[src/rtl/sdram_arb_pkg.sv]
// Shared types and master IDs for the SDRAM port arbiter.
package sdram_arb_pkg;

  typedef enum logic [1:0] {
    IDLE,
    GNT0,
    GNT1
  } arb_state_t;

  localparam logic M_VGA = 1'b0;
  localparam logic M_DNN = 1'b1;

endpackage

[src/rtl/arb_tag_fifo.sv]
// In-order 1-bit issuer-tag FIFO for outstanding reads; push is honoured when
// full only if a pop happens in the same cycle.
module arb_tag_fifo #(
  parameter int unsigned DEPTH = 8
) (
  input  logic clk,
  input  logic reset,
  input  logic push,
  input  logic pop,
  input  logic din,
  output logic dout,
  output logic full,
  output logic empty
);

  localparam int unsigned PW = $clog2(DEPTH);

  logic [PW:0]      wr_ptr;
  logic [PW:0]      rd_ptr;
  logic [DEPTH-1:0] mem;
  logic             do_push;
  logic             do_pop;

  assign empty   = (wr_ptr == rd_ptr);
  assign full    = (wr_ptr[PW] != rd_ptr[PW]) && (wr_ptr[PW-1:0] == rd_ptr[PW-1:0]);
  assign do_pop  = pop && !empty;
  assign do_push = push && (!full || do_pop);
  assign dout    = mem[rd_ptr[PW-1:0]];

  always_ff @(posedge clk) begin
    if (reset) begin
      wr_ptr <= '0;
      rd_ptr <= '0;
    end else begin
      if (do_push) begin
        mem[wr_ptr[PW-1:0]] <= din;
        wr_ptr              <= wr_ptr + {{PW{1'b0}}, 1'b1};
      end
      if (do_pop) begin
        rd_ptr <= rd_ptr + {{PW{1'b0}}, 1'b1};
      end
    end
  end

endmodule

[src/rtl/sdram_port_arbiter.sv]
// Two-master Avalon-MM arbiter in front of the SDRAM controller (VGA = m0, DNN = m1).
// Define SDRAM_ARB_RR_EN for round-robin; default is m0 priority with a starvation limiter.
module sdram_port_arbiter
  import sdram_arb_pkg::*;
#(
  parameter int unsigned AW           = 25,
  parameter int unsigned DW           = 16,
  parameter int unsigned MAX_PENDING  = 8,
  parameter int unsigned STARVE_LIMIT = 4
) (
  input  logic            clk_clk,
  input  logic            reset_reset,
  input  logic [AW-1:0]   m0_address,
  input  logic            m0_read,
  input  logic            m0_write,
  input  logic [DW-1:0]   m0_writedata,
  input  logic [DW/8-1:0] m0_byteenable,
  output logic            m0_waitrequest,
  output logic [DW-1:0]   m0_readdata,
  output logic            m0_readdatavalid,
  input  logic [AW-1:0]   m1_address,
  input  logic            m1_read,
  input  logic            m1_write,
  input  logic [DW-1:0]   m1_writedata,
  input  logic [DW/8-1:0] m1_byteenable,
  output logic            m1_waitrequest,
  output logic [DW-1:0]   m1_readdata,
  output logic            m1_readdatavalid,
  output logic [AW-1:0]   s_address,
  output logic            s_read,
  output logic            s_write,
  output logic [DW-1:0]   s_writedata,
  output logic [DW/8-1:0] s_byteenable,
  input  logic            s_waitrequest,
  input  logic [DW-1:0]   s_readdata,
  input  logic            s_readdatavalid,
  output logic            err_orphan
);

  arb_state_t state;

  logic req0;
  logic req1;
  logic acc0;
  logic acc1;
  logic fifo_full;
  logic fifo_empty;
  logic tag_head;
  logic tag_push;
  logic tag_pop;
  logic rd_blocked;
  logic win1_idle;
  logic switch0;

  assign req0 = m0_read | m0_write;
  assign req1 = m1_read | m1_write;

  // A same-cycle return frees a slot, so a full FIFO only blocks when nothing pops.
  assign tag_pop    = s_readdatavalid & ~fifo_empty;
  assign rd_blocked = fifo_full & ~tag_pop;

  assign acc0 = (state == GNT0) && req0 && !s_waitrequest && !(m0_read && rd_blocked);
  assign acc1 = (state == GNT1) && req1 && !s_waitrequest && !(m1_read && rd_blocked);

  assign tag_push = (acc0 & m0_read) | (acc1 & m1_read);

  always_comb begin
    s_address    = '0;
    s_read       = 1'b0;
    s_write      = 1'b0;
    s_writedata  = '0;
    s_byteenable = '0;
    unique case (state)
      GNT0: begin
        s_address    = m0_address;
        s_read       = m0_read & ~rd_blocked;
        s_write      = m0_write;
        s_writedata  = m0_writedata;
        s_byteenable = m0_byteenable;
      end
      GNT1: begin
        s_address    = m1_address;
        s_read       = m1_read & ~rd_blocked;
        s_write      = m1_write;
        s_writedata  = m1_writedata;
        s_byteenable = m1_byteenable;
      end
      default: ;
    endcase
  end

  assign m0_waitrequest = (state == GNT0) ? (s_waitrequest | (m0_read & rd_blocked)) : 1'b1;
  assign m1_waitrequest = (state == GNT1) ? (s_waitrequest | (m1_read & rd_blocked)) : 1'b1;

  assign m0_readdata      = s_readdata;
  assign m1_readdata      = s_readdata;
  assign m0_readdatavalid = tag_pop & (tag_head == M_VGA);
  assign m1_readdatavalid = tag_pop & (tag_head == M_DNN);

`ifdef SDRAM_ARB_RR_EN
  logic last_m1;

  assign win1_idle = ~last_m1;
  assign switch0   = 1'b1;

  always_ff @(posedge clk_clk) begin
    if (reset_reset) begin
      last_m1 <= 1'b1;
    end else if (acc0) begin
      last_m1 <= 1'b0;
    end else if (acc1) begin
      last_m1 <= 1'b1;
    end
  end
`else
  localparam int unsigned SW = $clog2(STARVE_LIMIT + 1);

  logic [SW-1:0] starve;
  logic [SW-1:0] starve_inc;

  assign starve_inc = (starve == SW'(STARVE_LIMIT)) ? starve : starve + SW'(1);
  assign win1_idle  = (starve == SW'(STARVE_LIMIT));
  // Decide on the post-accept count so exactly STARVE_LIMIT m0 accepts precede the m1 turn.
  assign switch0    = (starve_inc == SW'(STARVE_LIMIT));

  always_ff @(posedge clk_clk) begin
    if (reset_reset) begin
      starve <= '0;
    end else if (acc1 || !req1) begin
      starve <= '0;
    end else if (acc0) begin
      starve <= starve_inc;
    end
  end
`endif

  always_ff @(posedge clk_clk) begin
    if (reset_reset) begin
      state      <= IDLE;
      err_orphan <= 1'b0;
    end else begin
      if (s_readdatavalid && fifo_empty) begin
        err_orphan <= 1'b1;
      end
      unique case (state)
        IDLE: begin
          if (req0 && req1) begin
            state <= win1_idle ? GNT1 : GNT0;
          end else if (req0) begin
            state <= GNT0;
          end else if (req1) begin
            state <= GNT1;
          end
        end
        GNT0: begin
          if (!req0) begin
            state <= req1 ? GNT1 : IDLE;
          end else if (acc0 && req1 && switch0) begin
            state <= GNT1;
          end
        end
        GNT1: begin
          if (!req1) begin
            state <= req0 ? GNT0 : IDLE;
          end else if (acc1 && req0) begin
            state <= GNT0;
          end
        end
        default: state <= IDLE;
      endcase
    end
  end

  arb_tag_fifo #(
    .DEPTH(MAX_PENDING)
  ) u_tag_fifo (
    .clk   (clk_clk),
    .reset (reset_reset),
    .push  (tag_push),
    .pop   (tag_pop),
    .din   ((state == GNT1) ? M_DNN : M_VGA),
    .dout  (tag_head),
    .full  (fifo_full),
    .empty (fifo_empty)
  );

endmodule

[config.mk]
export PLATFORM = sky130hd
export DESIGN_NAME = sdram_port_arbiter
export DESIGN_NICKNAME = d
export VERILOG_FILES = /design/src/rtl/sdram_arb_pkg.sv /design/src/rtl/arb_tag_fifo.sv /design/src/rtl/sdram_port_arbiter.sv
export SDC_FILE = /design/constraint.sdc
export NUM_CORES = 1
export LEC_CHECK = 0
export ABC_CLOCK_PERIOD_IN_PS = 1700
export CAP_MARGIN = 20
export CORE_UTILIZATION = 30
export DETAILED_ROUTE_END_ITERATION = 16
export PLACE_DENSITY = 0.88
export SYNTH_ARGS = -nofsm -noshare
export SYNTH_HDL_FRONTEND = slang
export SYNTH_SLANG_ARGS = --single-unit
[constraint.sdc]
create_clock -name clk_clk -period 1.7 [get_ports clk_clk]
set_input_delay 0.17 -clock clk_clk [delete_from_list [all_inputs] [get_ports clk_clk]]
set_output_delay 0.17 -clock clk_clk [all_outputs]
set_load 0.02 [all_outputs]
==> run summary <==
WL/cell = 17.6 µm
Gr usage total = 0.211
Number of flops mapped to enable cells by yosys = 8
Placer Congestion = 0.780
CP Cell Sequence = buf_6 -> ha_4 -> buf_6 -> buf_6 -> buf_6 -> a22oi_2 -> nor2b_2 -> buf_6
Hpwl dp = 6230 µm
Unrepaired setup endpoints after global routing = true
Gr ovfl total = 0
Nets@finish = 554
Cell Count, Final, Fillers Out = 534
Layout cells sized above 1 = 0.579
Async set or reset register ratio after synthesis = 0
Root Buffer Master = clkbuf_8
Post-DRT Antenna Nets = 0
Vias in the first global route = 2661
Power density over cell area = 1270 nW/µm²
Starting Density = 0.311
Critical path class = flop to primary output
Largest net degree at the start of global routing = 21
Fin. Hold Viols = 0
Worst-Margin Slew = 0.459 ns
Net switching power = 2490 µW
Flop pwr share = 0.115
Worst-Skew Late Latency = 0.28 ns
Critical-path top delay cell = dfxtp_4
Most frequent cells in the layout = clkdlybuf4s50_1, buf_4, a22oi_2
Worst setup slack after layout = -0.128 ns
Row cnt = 31
FF+latch count, synth = 22
Port bufs = 143
Crit path required time = 1.53 ns
Avg Cell Area, Syn = 8.33 µm²
Total Wirelength = 9390 µm
Rel. slew slack = 0.694
Number of remaining DRC errors = 0
Critical Path Start Type = flop
Clk pin slew, worst setup/hold paths = 0.09 ns
First-pass GRT wire length = 12900 µm
Switching Fraction = 0.408
P_leak = 0.00178 µW
Total power = 6090 µW
CP Capture Type = primary output
Synthesized area = 2260 µm²
Failing checks = setup timing
Final setup violating endpoints = 63
Num CTS Buffers = 3
Clock power frac = 0.085
CP dominant cell by count = buf_6
Area Growth Syn to Fin = 113%
Ratio of final minimum period to clock period = 1.08
Drt first pass iters = 4
Hold-fix buffers, CTS = 0
CTS tree = built
Minimum clock period = 1.83 ns
Maximum clock rate = 547 MHz
Diode count = 0
# clock sinks = 22
Yosys warnings = 0
HP Class = primary input to primary output
Core area = 7250 µm²
Syn Inst Count = 271
IO Pins = 192
Clock tree buffer depth = 2
Die width = 88.7 µm
Synth Net Count = 389
Vert. Die Dim = 88.7 µm
Via count = 2707
Worst Clk Skew = 0.00654 ns
Crit-path max FO = 5
Initial antenna violation count = 0
WP data arrival = 1.66 ns
Part of the power in combinational logic = 0.801
Fin Setup TNS = -3.75 ns
Register area share after synthesis = 0.231
Status = complete, but fails checks
H-Tree Depth = 1
Via/cell ratio = 5.07
Synth cell types = 45
Initial DRC count = 110
Most common cell after layout, fill and taps aside = clkdlybuf4s50_1
Post-Place Cells = 509
Max cap viols = 0
Fin util = 0.661
P_int = 3610 µW
Top_reg_cell synth = dfxtp_1
Max VDD drop = 776 µV
Max-slew violations = 0
Worst stage delay on the critical path = 0.36 ns
Full die area = 7870 µm²
[cell type report]
class | count | area (µm²)
Tap cell | 99 | 124
Clock buffer | 3 | 41.3
Clock inverter | 1 | 30.0
Multi-Input combinational cell | 191 | 1950
Sequential cell | 22 | 534
Fill cell | 539 | 2460
Inverter | 7 | 28.8
Timing Repair Buffer | 211 | 2090
[cells by family (layout without fill, tap and decap cells)]
logic type               Yosys count  in the layout  share of synthesized area
AO/OA/AOI/OAI                     67             67                      0.216
buffers and inverters             58            222                      0.166
flip-flops                        22             22                      0.231
XOR/XNOR                          10             10                     0.0455
AND/OR/NAND/NOR                   98             98                      0.248
adder cells (fa/ha/maj)            8              8                     0.0443
multiplexers                       8              8                     0.0488
[Yosys cell counts, types with 2 or more instances]
library cell  instances  area (µm²)
nor2b_1              47         294
a22oi_1              45         338
buf_4                34         255
nor2_1               15        56.3
dfxtp_1              14         280
nand2_1              11        41.3
clkbuf_1              9        33.8
edfxtp_1              8         240
ha_1                  8         100
inv_1                 7        26.3
o21ai_0               6        30.0
mux2i_1               5        50.1
nor4_1                5        31.3
a21oi_1               4        20.0
buf_1                 4        15.0
xnor2_1               4        35.0
xor2_1                4        35.0
nand2b_1              3        18.8
nand3_1               3        15.0
nor3_1                3        15.0
a21o_1                2        15.0
a31oi_1               2        12.5
and2_1                2        12.5
buf_6                 2        22.5
mux4_2                2        45.0
nor4b_1               2        17.5
xor2_2                2        32.5
[critical path, delay by kind of cell, from the launching register on]
family          cells  cell delay [ns]
flops               1             0.36
compound gates      1             0.19
buf+inv             5             0.58
simple gates        1             0.06
fa+ha+maj           1             0.17
[layer usage]
metal | track usage | share of wire | vias up
li1 | - | - | 1265
met1 | 0.225 | 0.34 | 1271
met2 | 0.415 | 0.57 | 150
met3 | 0.0429 | 0.063 | 21
met4 | 0.0601 | 0.023 | 0
met5 | 0 | 0 | -
[state kept, by name (all words and copies together), names as in the netlist]
signal             count
state                  2
err_orphan             1
starve                 3
u_tag_fifo.mem         8
u_tag_fifo.rd_ptr      4
u_tag_fifo.wr_ptr      4
[worst paths after layout]
| check | startpoint | to | slack, ns | cells after the start |
|---|---|---|---|---|
| worst min-delay path | s_readdata[3] | m1_readdata[3] | 0.34 | 0 |
| worst max-delay path | state[1] | s_address[2] | -0.13 | 8 |
| worst max register to register | state[0] | u_tag_fifo.mem[1] | -0.13 | 8 |
| worst min register to register | err_orphan | err_orphan | 0.48 | 2 |
[power groups by stage]
stage          Clock (µW)  Combinational, µW  Sequential (µW)
6_report              515               4880              698
5_1_grt               543               5150              707
4_1_cts               503               4040              683
3_5_place_dp            0               3610              670
3_3_place_gp            0               3530              666
2_1_floorplan           0               2280              663
[what timing repair did]
action / in CTS / in global routing
setup buffers: 8 / 9
setup endpoints to repair: 66 / 66
gates cloned: 2 / 3
gates resized for setup: 225 / 169
pin swaps: 8 / 23
endpoints found under the hold margin: 0 / 0
[through the flow]
step | hold slack, ns | cell area, µm² | worst slack, ns
finish | 0.340 | 4800 | -0.128
global route | 0.340 | 4800 | -0.191
CTS | 0.340 | 4350 | -0.175
detailed placement | 0.340 | 3940 | -0.366
global placement | 0.340 | 3940 | -0.298
floorplan | 0.327 | 2390 | 0.00536
Power figures use the tool's default switching activity.
